$ cat src/rtl/vga_timing_pkg.sv
// Shared VGA timing constants, update-FSM state encoding and sync polarity helper.
package vga_timing_pkg;

  localparam int CNT_W   = 10;
  localparam int FRAME_W = 8;

  localparam int H_VISIBLE_DEF = 640;
  localparam int H_FP_DEF      = 16;
  localparam int H_SYNC_DEF    = 96;
  localparam int H_BP_DEF      = 48;
  localparam int H_TOTAL_DEF   = H_VISIBLE_DEF + H_FP_DEF + H_SYNC_DEF + H_BP_DEF;

  localparam int V_VISIBLE_DEF = 480;
  localparam int V_FP_DEF      = 10;
  localparam int V_SYNC_DEF    = 2;
  localparam int V_BP_DEF      = 33;
  localparam int V_TOTAL_DEF   = V_VISIBLE_DEF + V_FP_DEF + V_SYNC_DEF + V_BP_DEF;

  typedef enum logic [1:0] {
    ST_IDLE     = 2'd0,
    ST_WAIT_VBL = 2'd1,
    ST_GRANT    = 2'd2,
    ST_RELEASE  = 2'd3
  } upd_state_t;

  // Map an active-high sync indication onto the configured pin level.
  function automatic logic sync_level(input logic active, input logic pol);
    return active ? pol : ~pol;
  endfunction

endpackage

$ cat src/rtl/vga_axis_counter.sv
// One scan axis: wrapping counter with combinational wrap pulse and
// registered sync/visible flags decoded from the next count value.
module vga_axis_counter #(
  parameter int TOTAL      = 800,
  parameter int VISIBLE    = 640,
  parameter int SYNC_START = 656,
  parameter int SYNC_LEN   = 96,
  parameter int W          = 10
) (
  input  logic         clk,
  input  logic         reset,
  input  logic         step,
  output logic [W-1:0] count,
  output logic         wrap,
  output logic         sync,
  output logic         visible
);

  localparam logic [W-1:0] LAST     = W'(TOTAL - 1);
  localparam logic [W-1:0] VIS_END  = W'(VISIBLE);
  localparam logic [W-1:0] SYNC_LO  = W'(SYNC_START);
  localparam logic [W-1:0] SYNC_END = W'(SYNC_START + SYNC_LEN);

  logic [W-1:0] count_nxt;

  // Next count; wrap is combinational so the next axis steps on the same edge.
  always_comb begin
    wrap      = step && (count == LAST);
    count_nxt = count;
    if (step) begin
      count_nxt = wrap ? '0 : count + 1'b1;
    end
  end

  // Count register plus flags decoded from the next value (zero skew to count).
  always_ff @(posedge clk or posedge reset) begin
    if (reset) begin
      count   <= '0;
      sync    <= 1'b0;
      visible <= 1'b1;
    end else begin
      count   <= count_nxt;
      sync    <= (count_nxt >= SYNC_LO) && (count_nxt < SYNC_END);
      visible <= (count_nxt < VIS_END);
    end
  end

endmodule

$ cat src/rtl/vga_frame_sequencer.sv
// VGA timing controller: pixel divider, h/v scan counters, sync decode,
// frame counter and a vblank-gated update-window arbiter for game logic.
module vga_frame_sequencer
  import vga_timing_pkg::*;
#(
  parameter int CLK_DIV   = 4,
  parameter int H_VISIBLE = H_VISIBLE_DEF,
  parameter int H_FP      = H_FP_DEF,
  parameter int H_SYNC    = H_SYNC_DEF,
  parameter int H_BP      = H_BP_DEF,
  parameter int V_VISIBLE = V_VISIBLE_DEF,
  parameter int V_FP      = V_FP_DEF,
  parameter int V_SYNC    = V_SYNC_DEF,
  parameter int V_BP      = V_BP_DEF,
  parameter bit SYNC_POL  = 1'b0
) (
  input  logic               clk,
  input  logic               reset,
  output logic               pix_tick,
  output logic [CNT_W-1:0]   h_count,
  output logic [CNT_W-1:0]   v_count,
  output logic               hsync,
  output logic               vsync,
  output logic               video_on,
  output logic               frame_start,
  output logic [FRAME_W-1:0] frame_cnt,
  input  logic               upd_req,
  output logic               upd_grant,
  input  logic               upd_done,
  output logic               upd_overrun
);

  localparam int H_TOTAL = H_VISIBLE + H_FP + H_SYNC + H_BP;
  localparam int V_TOTAL = V_VISIBLE + V_FP + V_SYNC + V_BP;
  localparam int DIV_W   = $clog2(CLK_DIV);
  localparam logic [DIV_W-1:0] DIV_LAST = DIV_W'(CLK_DIV - 1);

  logic [DIV_W-1:0] div;
  logic             h_wrap, v_wrap;
  logic             h_sync_act, v_sync_act;
  logic             h_vis, v_vis;
  logic             vblank;
  upd_state_t       state, state_nxt;
  logic             set_overrun;

  assign pix_tick = (div == DIV_LAST);

  // Pixel clock divider: free-running 0..CLK_DIV-1.
  always_ff @(posedge clk or posedge reset) begin
    if (reset) begin
      div <= '0;
    end else if (pix_tick) begin
      div <= '0;
    end else begin
      div <= div + 1'b1;
    end
  end

  vga_axis_counter #(
    .TOTAL      (H_TOTAL),
    .VISIBLE    (H_VISIBLE),
    .SYNC_START (H_VISIBLE + H_FP),
    .SYNC_LEN   (H_SYNC),
    .W          (CNT_W)
  ) u_h_axis (
    .clk     (clk),
    .reset   (reset),
    .step    (pix_tick),
    .count   (h_count),
    .wrap    (h_wrap),
    .sync    (h_sync_act),
    .visible (h_vis)
  );

  vga_axis_counter #(
    .TOTAL      (V_TOTAL),
    .VISIBLE    (V_VISIBLE),
    .SYNC_START (V_VISIBLE + V_FP),
    .SYNC_LEN   (V_SYNC),
    .W          (CNT_W)
  ) u_v_axis (
    .clk     (clk),
    .reset   (reset),
    .step    (h_wrap),
    .count   (v_count),
    .wrap    (v_wrap),
    .sync    (v_sync_act),
    .visible (v_vis)
  );

  assign hsync    = sync_level(h_sync_act, SYNC_POL);
  assign vsync    = sync_level(v_sync_act, SYNC_POL);
  assign video_on = h_vis && v_vis;
  assign vblank   = ~v_vis;

  // Frame pulse and counter, asserted on the edge that lands on (0,0).
  always_ff @(posedge clk or posedge reset) begin
    if (reset) begin
      frame_start <= 1'b0;
      frame_cnt   <= '0;
    end else begin
      frame_start <= v_wrap;
      if (v_wrap) begin
        frame_cnt <= frame_cnt + 1'b1;
      end
    end
  end

  // Update arbiter state register.
  always_ff @(posedge clk or posedge reset) begin
    if (reset) begin
      state <= ST_IDLE;
    end else begin
      state <= state_nxt;
    end
  end

  // Update arbiter next state; upd_done wins over a simultaneous vblank end.
  always_comb begin
    state_nxt   = state;
    set_overrun = 1'b0;
    case (state)
      ST_IDLE: begin
        if (upd_req) state_nxt = ST_WAIT_VBL;
      end
      ST_WAIT_VBL: begin
        if (!upd_req)    state_nxt = ST_IDLE;
        else if (vblank) state_nxt = ST_GRANT;
      end
      ST_GRANT: begin
        if (upd_done) begin
          state_nxt = ST_RELEASE;
        end else if (v_wrap) begin
          state_nxt   = ST_WAIT_VBL;
          set_overrun = 1'b1;
        end
      end
      ST_RELEASE: begin
        if (!upd_req) state_nxt = ST_IDLE;
      end
      default: state_nxt = ST_IDLE;
    endcase
  end

  assign upd_grant = (state == ST_GRANT);

  // Sticky overrun flag, cleared only by reset.
  always_ff @(posedge clk or posedge reset) begin
    if (reset) begin
      upd_overrun <= 1'b0;
    end else if (set_overrun) begin
      upd_overrun <= 1'b1;
    end
  end

endmodule

$ cat config.mk
export PLATFORM = sky130hd
export DESIGN_NAME = vga_frame_sequencer
export DESIGN_NICKNAME = d
export VERILOG_FILES = /design/src/rtl/vga_timing_pkg.sv /design/src/rtl/vga_axis_counter.sv /design/src/rtl/vga_frame_sequencer.sv
export SDC_FILE = /design/constraint.sdc
export NUM_CORES = 1
export LEC_CHECK = 0
export BUFFER_PORTS_ARGS = -buffer_cell sky130_fd_sc_hd__buf_2
export CAP_MARGIN = 20
export CELL_PAD_IN_SITES_DETAIL_PLACEMENT = 1
export CELL_PAD_IN_SITES_GLOBAL_PLACEMENT = 1
export CORE_MARGIN = 1
export CORE_UTILIZATION = 45
export DETAILED_ROUTE_END_ITERATION = 12
export PLACE_DENSITY_LB_ADDON = 0.15
export SETUP_SLACK_MARGIN = 0.3
export SYNTH_ARGS = -nofsm -noshare
export SYNTH_HDL_FRONTEND = slang
export SYNTH_SLANG_ARGS = --single-unit
$ cat constraint.sdc
create_clock -name clk -period 2.84 [get_ports clk]
set_input_delay 0.284 -clock clk [delete_from_list [all_inputs] [get_ports clk]]
set_output_delay 0.284 -clock clk [all_outputs]
set_load 0.01 [all_outputs]
==> metrics, run 1 <==
area share of fa/ha/maj cells after synthesis=0.03226; largest family of logic cells by synthesized area=simple AND/OR/NAND/NOR gates; clk slew on worst S/H paths=0.08 ns; WL per Instance=16.22 µm; leakage=1.107 nW; Seq/Total Area, Yosys=0.4916; crit path time final=about 2.3 ns; largest net degree at the start of global routing=23; nets@finish=230; Worst Path Buf+Inv=0; f_max=0.4395 GHz; Max clock buf depth=2; Core Rows=23; Top delay family on crit path=simple AND/OR/NAND/NOR gates; ys async rst share=1.000; all-layer global routing usage=0.2137; vias in the first global route=between 1k and 1.5k; crit path max fanout=14; Initial Utilization=0.4780; placed insts=264; number of synthesized register bits=38; dpl hpwl=~3200 µm; post-synthesis simple-gate area fraction=0.2594; die area=between 4000 and 5000 µm²; status=finished clean; Syn Std Cell Area=about 1900 µm²; CTS tree=yes; Slew headroom=0.5829; Iter 0 DRT Violations=60; Least-Margin Pin Slew=around 0.63 ns; via-per-instance ratio=5.585; clk_skew=between 0.009 and 0.01 ns; CP Launch Type=flip-flop; most frequent CP cell=nor4_2; Synth area leaders=dfrtp_1 (46%), xnor2_1 (4.5%), ha_1 (3.2%), xor2_1 (3.2%), nand3_1 (2.8%); post-synth top area share=0.4645; Synth area leader=dfrtp_1; number of synthesized flops with an enable pin=0; Post-CTS Setup Bufs=0; Fin Setup TNS=0 ns; XOR/XNOR share of the synthesized area=0.07677; # Max-Cap Violations=0; critical path endpoint category=flip-flop; IO buf count=38; syn_nets=190; compound-cell area share of the yosys netlist=0.06903; Congestion Overflow GR=0; root buf cell=clkbuf_8; average size of a mapped cell=10.71 µm²; Layout Utilization=0.5517; P&R area growth vs syn=15.42%; n_diodes=0; clock latency at the later pin of the worst-skew pair=0.29 ns; CP peak stage delay=0.39 ns; global-route wire length before repair=7169 µm; Ys Warns=0; PostCTS Resize Cnt=0; GPL Wtd Cong=0.8954; top-count cell post-synth=dfrtp_1; Worst setup startpoint=div[0]; ANT nets after route=0; mux cell area share after synthesis=0.01613; # IOs=39; routed via count=1519; Synth Flop Type=dfrtp_1; Die Y=67.65 µm; Slew Limit Fails=0; Final Non-Filler Cells=between 200 and 300; hold buffer count at cts=0; critical-path cell with the highest stage delay=and4_2; RSZ-0062 raised after global routing=false; final worst-path cycle share=0.8011; FF-to-FF Start=div[0]; Synth cell types=49; critical path class=reg -> reg; cts bufs inserted=5; drt first pass iters=4; Final Power=around 940 µW; Core Footprint=4058 µm²; peak supply drop=299.3 µV; clock sinks=38; final hold violation count=0; # DRC=0; Hold Path Class=in -> async; WL final=4411 µm; worst path required time=approximately 3.0 ns; share of cells above drive strength 1=0.2748; most frequent cells after synthesis=dfrtp_1 (36), inv_1 (14), nand2_1 (14); initial antenna violation count=0; die width=67.65 µm; Pwr Density=419.6 nW/µm²; Syn Inst Count=181; H-tree depth=2; Critical Path AT=between 2 and 2.5 ns; Cell Chain, Critical Path=ha_1 > and4_2 > nand4_4 > nor4_2 > o2111ai_1 > nor4_2; Setup-failing EPs final=0
metrics by stage:
| step | hold WS (ns) | setup slack, ns | area [µm²] |
|---|---|---|---|
| final | 0.05596 | 0.5649 | 2238 |
| after global routing | 0.1141 | 0.3736 | 2238 |
| after floorplan | 0.4031 | 0.8341 | 1939 |
| after detailed placement | 0.3965 | 0.4930 | 2146 |
| after global placement | 0.3785 | 0.6505 | 2146 |
| after CTS | 0.08389 | 0.4789 | 2237 |
routing by layer:
metal | GRT usage | wire length (µm)
met4 | 0.08511 | 77
met2 | 0.3379 | 2176
met3 | 0.04561 | 180
met1 | 0.2828 | 1976
met5 | 0 | 0
cell families (layout without fill, tap and decap cells):
logic type / count (synthesis) / after routing
adders and majority gates: 5 / 5
xor gates and xnor gates: 17 / 17
muxes: 3 / 3
DFF: 38 / 38
and+or+nand+nor: 79 / 79
buffers and inverters: 20 / 61
AOI/OAI and AO/OA: 19 / 19
state kept, by name (all words and copies together), names as in the netlist, 2 cells and up:
| signal | flops |
|---|---|
| u_h_axis.count | 10 |
| u_v_axis.count | 10 |
| state | 2 |
| frame_cnt | 8 |
| div | 2 |
power by group:
part,internal [mW],switching [mW]
clock,0.196,0.183
sequential,0.542,0.00131
combinational,0.00368,0.0130
total,0.742,0.198
layout by cell type (no fill, tap or decap), drive strengths merged, types with 2 or more instances in the layout:
cell / count
nor2b: 5
buf: 39
xnor2: 10
ha: 5
nand3: 11
nor4: 6
a211o: 2
nor3b: 2
inv: 14
nand4: 8
dfrtp: 36
nor2: 8
dfstp: 2
o21ai: 5
nand2: 14
nor3: 6
or3: 3
or2: 2
a21oi: 4
mux2i: 2
and3: 2
and2: 2
clkbuf: 7
and4: 4
xor2: 7
worst paths after layout:
| check | end | slack, ns | depth (start not counted) |
|---|---|---|---|
| setup / recovery | u_v_axis.sync | 0.56 | 6 |
| hold / removal | frame_cnt[6] | 0.06 | 2 |
| setup reg to reg | u_v_axis.sync | 0.56 | 6 |
| hold reg to reg | div[0] | 0.45 | 1 |
| max in group asynchronous | u_h_axis.visible | 1.97 | 3 |
| min in group clk | state[1] | 0.27 | 3 |
area by class of cell:
class	instances	area [µm²]
Inverter	14	52.55
Multi-Input combinational cell	123	880.8
Clock inverter	1	5.005
Sequential cell	38	953.4
Clock buffer	7	86.33
Timing Repair Buffer	39	197.7
Tap cell	50	62.56
Fill cell	463	1819
(Power assumes the default switching activity.)
==> run 2: changes to the inputs <==
CORE_UTILIZATION = 38   (was 45)
clock period = 2 ns   (was 2.84 ns; I/O delays follow)
==> metrics, run 2 (synthesis results as in run 1) <==
via-per-instance ratio=5.142 (-7.9%); Final Power=1.640 mW (+75%); Congestion Overflow GR=0 (unchanged); RSZ-0062 raised after global routing=true; dpl hpwl=3864 µm (+21%); nets@finish=278 (+21%); critical path endpoint category=flip-flop; WL per Instance=18.23 µm (+12%); die area=5393 µm² (+18%); sequential share of power=0.471 (-0.108); global-route wire length before repair=8873 µm (+24%); n_diodes=0 (unchanged); P&R area growth vs syn=50.32%; r2r worst-path depth=6 (unchanged); H-tree depth=2 (unchanged); internal power=1.310 mW (+77%); reg2reg end=u_v_axis.sync; final hold violation count=0 (unchanged); die width=73.44 µm (+8.6%); worst reg2reg setup slack=0.12 ns (-0.44 ns); Slew headroom=0.7710 (+0.1882); peak supply drop=371.1 µV (+24%); clk slew on worst S/H paths=0.09 ns (about the same); Setup-failing EPs final=0 (unchanged); cts bufs inserted=5 (unchanged); Switching Share=0.2014 (-0.009055); Core Rows=25 (+8.7%); clock sinks=38 (unchanged); Worst setup startpoint=u_v_axis.count[1]; all-layer global routing usage=0.2238 (+0.01007); Pwr Density=562.6 nW/µm² (+34%); CP peak stage delay=0.40 ns (about the same); Critical Path AT=2.09 ns (-0.38 ns); critical-path cell with the highest stage delay=dfrtp_1; Slew Limit Fails=0 (unchanged); clock latency at the later pin of the worst-skew pair=0.31 ns (+0.02 ns); # Max-Cap Violations=0 (unchanged); Gate power share=0.018 (about the same); Worst Path Buf+Inv=1 (+1); GPL Wtd Cong=0.8488 (-5.2%); Levels on crit path=6 (unchanged); vias in the first global route=1765 (+19%); CTS tree=yes; post-route setup slack=0.1240 ns (-0.4408 ns); Cell Chain, Critical Path=buf_4 > ha_1 > nand3_4 > nor4_4 > o2111ai_1 > nor4_2; routed via count=1733 (+14%); commonest non-fill, non-tap cells in the layout=buf_4 (39), buf_2 (38), dfrtp_1 (32); Iter 0 DRT Violations=53 (-12%); Cell Area, Placed=2344 µm² (+9.2%); f_max=0.5331 GHz (+21%); Top delay family on crit path=simple AND/OR/NAND/NOR gates; Max clock buf depth=2 (unchanged); clk_skew=0.01125 ns (+0.002103 ns); initial antenna violation count=0 (unchanged); # IOs=39 (unchanged); crit path time final=1.876 ns (-0.3992 ns); IO buf count=38 (unchanged); largest registers=u_h_axis.count x10, u_v_axis.count x10, frame_cnt x8; critical path class=reg -> reg; share of cells above drive strength 1=0.5259 (+0.2512); crit path max fanout=6 (-8); # DRC=0 (unchanged); Hold Path Class=in -> reg; Core Footprint=4817 µm² (+19%); leakage=1.430 nW (+29%); root buf cell=clkbuf_8; status=finished clean; ANT nets after route=0 (unchanged); final worst-path cycle share=0.9380 (+0.1369); drt first pass iters=4 (unchanged); Least-Margin Pin Slew=0.3435 ns (-0.2816 ns); worst path required time=2.22 ns (-0.81 ns); largest net degree at the start of global routing=20 (-13%); most common cell after layout, fill and taps aside=buf_4; WL final=6142 µm (+39%); Die Y=73.44 µm (+8.6%); critical path endpoint=u_v_axis.sync; FF-to-FF Start=u_v_axis.count[1]; Initial Utilization=0.4026 (-0.07536); NetSw=330.3 µW (+67%); clock share of power=0.511 (+0.107); CP Launch Type=flip-flop; post-route cell area=2915 µm² (+30%); Place WS=-0.03415 ns (-0.5272 ns)
==> run 2: cell count changes in the layout (fill, tap and decap cells not counted), moves of 4 or more <==
cell,previous run,this run
dfrtp_2,0,4
nand3_1,11,7
nor4_4,0,4
buf_4,1,39
buf_6,0,8
dfrtp_1,36,32
nor2_2,0,4
==> run 2: worst min path at each step <==
stage	slack (ns)	end	from	cells after the start
2_1_floorplan	0.34	state[1]	upd_req	2
3_3_place_gp	0.27	frame_cnt[7]	reset	3
3_5_place_dp	0.27	frame_cnt[7]	reset	3
4_1_cts	0.20	state[1]	upd_req	3
5_1_grt	0.19	state[1]	upd_req	3
6_report	0.20	state[1]	upd_req	3
==> run 2: cell type report <==
class | instances | area, µm²
Timing Repair Buffer | 86 | 583.1
Tap cell | 67 | 83.83
Multi-Input combinational cell | 124 | 1095
Fill cell | 535 | 1902
Inverter | 14 | 52.55
Clock buffer | 6 | 82.58
Clock inverter | 2 | 60.06
Sequential cell | 38 | 958.4
==> run 2: metrics by stage <==
stage          hold WS [ns]  cells  setup TNS [ns]    util
4_1_cts              0.1986    327               0  0.5644
3_3_place_gp         0.2657    299               0  0.4865
5_1_grt              0.1920    337               0  0.6052
3_5_place_dp         0.2734    299        -0.04759  0.4865
2_1_floorplan        0.3442    181               0       -
6_report             0.1955    337               0  0.6052
==> run 2: metal layers <==
metal,GRT usage,share of wire,up-vias
met5,0,0,-
met4,0.08333,0.024,0
met3,0.04115,0.031,13
met2,0.4088,0.55,44
met1,0.2585,0.40,860
li1,-,-,816
==> run 2: power groups by stage <==
stage	Clock, mW	Combinational, mW	Sequential (mW)
after floorplan	0	0.0142	0.786
after global placement	0	0.0256	0.786
after detailed placement	0	0.0279	0.786
after CTS	0.850	0.0294	0.771
after global routing	0.873	0.0336	0.772
final	0.839	0.0294	0.772
==> run 2: timing repair <==
item                       CTS  global route
cloned                       1             0
hold buffers                 1             0
setup endpoints to repair   25            25
buffers inserted            18            10
pin swaps                   20            12
hold endpoints to repair    36             0
gates resized for setup     19            26
==> run 2: worst min-delay path, cell delays in order <==
cell and delay [ns]:
buf_2 0.12, inv_1 0.07, o32ai_2 0.07
==> run 3: changes to the inputs <==
ABC_AREA = 1   (was unset)
CORE_UTILIZATION = 37   (was 38)
==> metrics, run 3 <==
syn_nets=271 (+43%); Final Power=1.432 mW (-13%); RSZ-0062 raised after global routing=true; r2r worst-path depth=11 (+5); Fin Setup TNS=0 ns (unchanged); most frequent cells after synthesis=nand2_1 (52), inv_1 (40), dfrtp_1 (36); Initial Utilization=0.3895 (-0.01315); Core Rows=27 (+8.0%); Fillers=697 (+30%); critical path endpoint category=flip-flop; worst reg2reg setup slack=0.35 ns (+0.23 ns); Synth cell types=35 (-29%); Worst Path Buf+Inv=1 (unchanged); Least-Margin Pin Slew=0.4900 ns (+0.1466 ns); # DRC=0 (unchanged); nets@finish=339 (+22%); Final Non-Filler Cells=402 (+19%); IO buf count=38 (unchanged); clock sinks=38 (unchanged); number of synthesized flops with an enable pin=0 (unchanged); mux cell area share after synthesis=0 (-0.01613); clk slew on worst S/H paths=0.07 ns (-0.02 ns); largest net degree at the start of global routing=39 (+95%); initial antenna violation count=0 (unchanged); GPL Wtd Cong=0.8198 (-3.4%); hold buffer count at cts=0 (-1); WL per Instance=14.08 µm (-23%); post-synthesis simple-gate area fraction=0.3406 (+0.08128); cts bufs inserted=5 (unchanged); Synth area leader=dfrtp_1; compound-cell area share of the yosys netlist=0.06686 (-0.002173); die area=6177 µm² (+15%); most frequent CP cell=nand2_1; WL final=5662 µm (-7.8%); Ys Warns=0 (unchanged); Worst setup startpoint=div[0]; root buf cell=clkbuf_8; via-per-instance ratio=4.878 (-5.1%); final hold violation count=0 (unchanged); Max clock buf depth=2 (unchanged); routed via count=1961 (+13%); Top delay family on crit path=simple AND/OR/NAND/NOR gates; area occupied by multi-input gates=1149 µm² (+4.9%); Synth area leaders=dfrtp_1 (41%), nand2_1 (9.0%), inv_1 (6.9%), nand3_1 (6.0%), nor2_1 (5.4%); # IOs=39 (unchanged); Cell Chain, Critical Path=ha_4 > buf_6 > nand3_1 > nor2_2 > nand2_1 > nand2_1 > nand3_2 > nor2_1 > nand2_1 > o21ai_1 > nor2_1; number of synthesized register bits=38 (unchanged); global-route wire length before repair=9446 µm (+6.5%); Hold Path Class=in -> async; critical-path cell with the highest stage delay=dfrtp_1; ys async rst share=1.000 (unchanged); all-layer global routing usage=0.1994 (-0.02446); ANT nets after route=0 (unchanged); critical path class=reg -> reg; dpl hpwl=3889 µm (+0.62%); commonest non-fill, non-tap cells in the layout=nand2_1 (50), buf_2 (38), inv_1 (36); largest registers=u_h_axis.count x10, u_v_axis.count x10, frame_cnt x8; n_diodes=0 (unchanged); Syn Std Cell Area=2171 µm² (+12%); # Max-Cap Violations=0 (unchanged); Core Footprint=5574 µm² (+16%); Slew headroom=0.6733 (-0.09770); top-count cell post-synth=nand2_1; Setup-failing EPs final=0 (unchanged); area share of fa/ha/maj cells after synthesis=0.02882 (-0.003440); Congestion Overflow GR=0 (unchanged); leakage=1.533 nW (+7.2%); crit path time final=1.647 ns (-0.2288 ns); largest family of logic cells by synthesized area=simple AND/OR/NAND/NOR gates; peak supply drop=269.0 µV (-28%); P&R area growth vs syn=30.61%; FF-to-FF Start=div[0]; Critical Path AT=1.83 ns (-0.26 ns); clock latency at the later pin of the worst-skew pair=0.29 ns (-0.02 ns); register area=957.2 µm² (-0.13%); Iter 0 DRT Violations=60 (+13%); share of cells above drive strength 1=0.4061 (-0.1199); clk_skew=0.005296 ns (-0.005951 ns); most common cell after layout, fill and taps aside=nand2_1; Seq/Total Area, Yosys=0.4392 (-0.05242); Synth Flop Type=dfrtp_1; Die Y=78.60 µm (+7.0%); worst path required time=2.18 ns (-0.04 ns); Pwr Density=504.9 nW/µm² (-10%); Slew Limit Fails=0 (unchanged); reg2reg end=u_h_axis.sync; crit path max fanout=6 (unchanged); final worst-path cycle share=0.8236 (-0.1144); f_max=0.6071 GHz (+14%); placed insts=377 (+26%); die width=78.60 µm (+7.0%); H-tree depth=2 (unchanged); post-synth top area share=0.4150 (-0.04953); vias in the first global route=1934 (+9.6%); CTS tree=yes; drt first pass iters=4 (unchanged); CP peak stage delay=0.39 ns (about the same); CP Launch Type=flip-flop; status=finished clean; Syn Inst Count=262 (+45%); average size of a mapped cell=8.286 µm² (-23%); XOR/XNOR share of the synthesized area=0.03919 (-0.03758); Layout Utilization=0.5086 (-0.09655)
==> run 3: changes by cell type after synthesis, moves of 5 or more <==
cell / delta
nand3_1: +15
inv_1: +26
nand2_1: +38
nand2_2: +5
nor2b_1: -5
nor2_1: +24
xnor2_1: -7
==> run 3: metrics by stage <==
stage	setup slack [ns]	hold WS [ns]	instance area [µm²]
2_1_floorplan	0.3084	0.3869	2171
3_3_place_gp	0.1726	0.3496	2487
3_5_place_dp	0.1513	0.3499	2487
4_1_cts	0.3030	0.03770	2661
5_1_grt	0.2037	0.09013	2835
6_report	0.3529	0.02004	2835
==> run 3: power breakdown <==
part	switching, mW	internal (mW)	total (mW)
Sequential	0.0194	0.790	0.809
Clock	0.265	0.234	0.499
Combinational	0.0803	0.0428	0.123
Total	0.365	1.07	1.43
==> run 3: worst register-to-register path, stage by stage (launching register included) <==
cell and delay (ns):
dfrtp_1 0.39, ha_4 0.20, buf_6 0.12, nand3_1 0.09
nor2_2 0.18, nand2_1 0.09, nand2_1 0.09, nand3_2 0.08
nor2_1 0.12, nand2_1 0.06, o21ai_1 0.08, nor2_1 0.05
==> run 3: logic make-up after synthesis <==
family          Yosys count
flops                    38
buf+inv                  46
compound gates           22
simple gates            143
xor+xnor                  8
fa+ha+maj                 5
==> run 3: layout make-up <==
type,count,area share
multi-input cells,178,0.4051
well taps,72,0.03177
clock inverters,2,0.003530
inverters,44,0.06046
repair buffers,63,0.1372
clock buffers,5,0.02427
flip-flops and latches,38,0.3376
==> run 3: worst max path at each step <==
| stage | endpoint | depth (start not counted) | slack [ns] |
|---|---|---|---|
| after floorplan | frame_cnt[7] | 10 | 0.31 |
| after global placement | u_v_axis.visible | 9 | 0.17 |
| after detailed placement | u_h_axis.sync | 11 | 0.15 |
| after CTS | u_v_axis.visible | 9 | 0.30 |
| after global routing | u_h_axis.sync | 11 | 0.20 |
| final | u_h_axis.sync | 11 | 0.35 |
==> run 3: routing by layer <==
layer	up-vias	part of all wire	track usage
met5	-	0	0
met4	0	0.011	0.05926
met3	6	0.027	0.03605
met2	29	0.49	0.3200
met1	969	0.47	0.2722
li1	957	-	-
==> run 3: timing repair <==
action	CTS	global route
endpoints found under the hold margin	0	0
pin swaps	4	19
endpoints found under the setup margin	13	11
buffers inserted	7	11
gates resized for setup	12	30
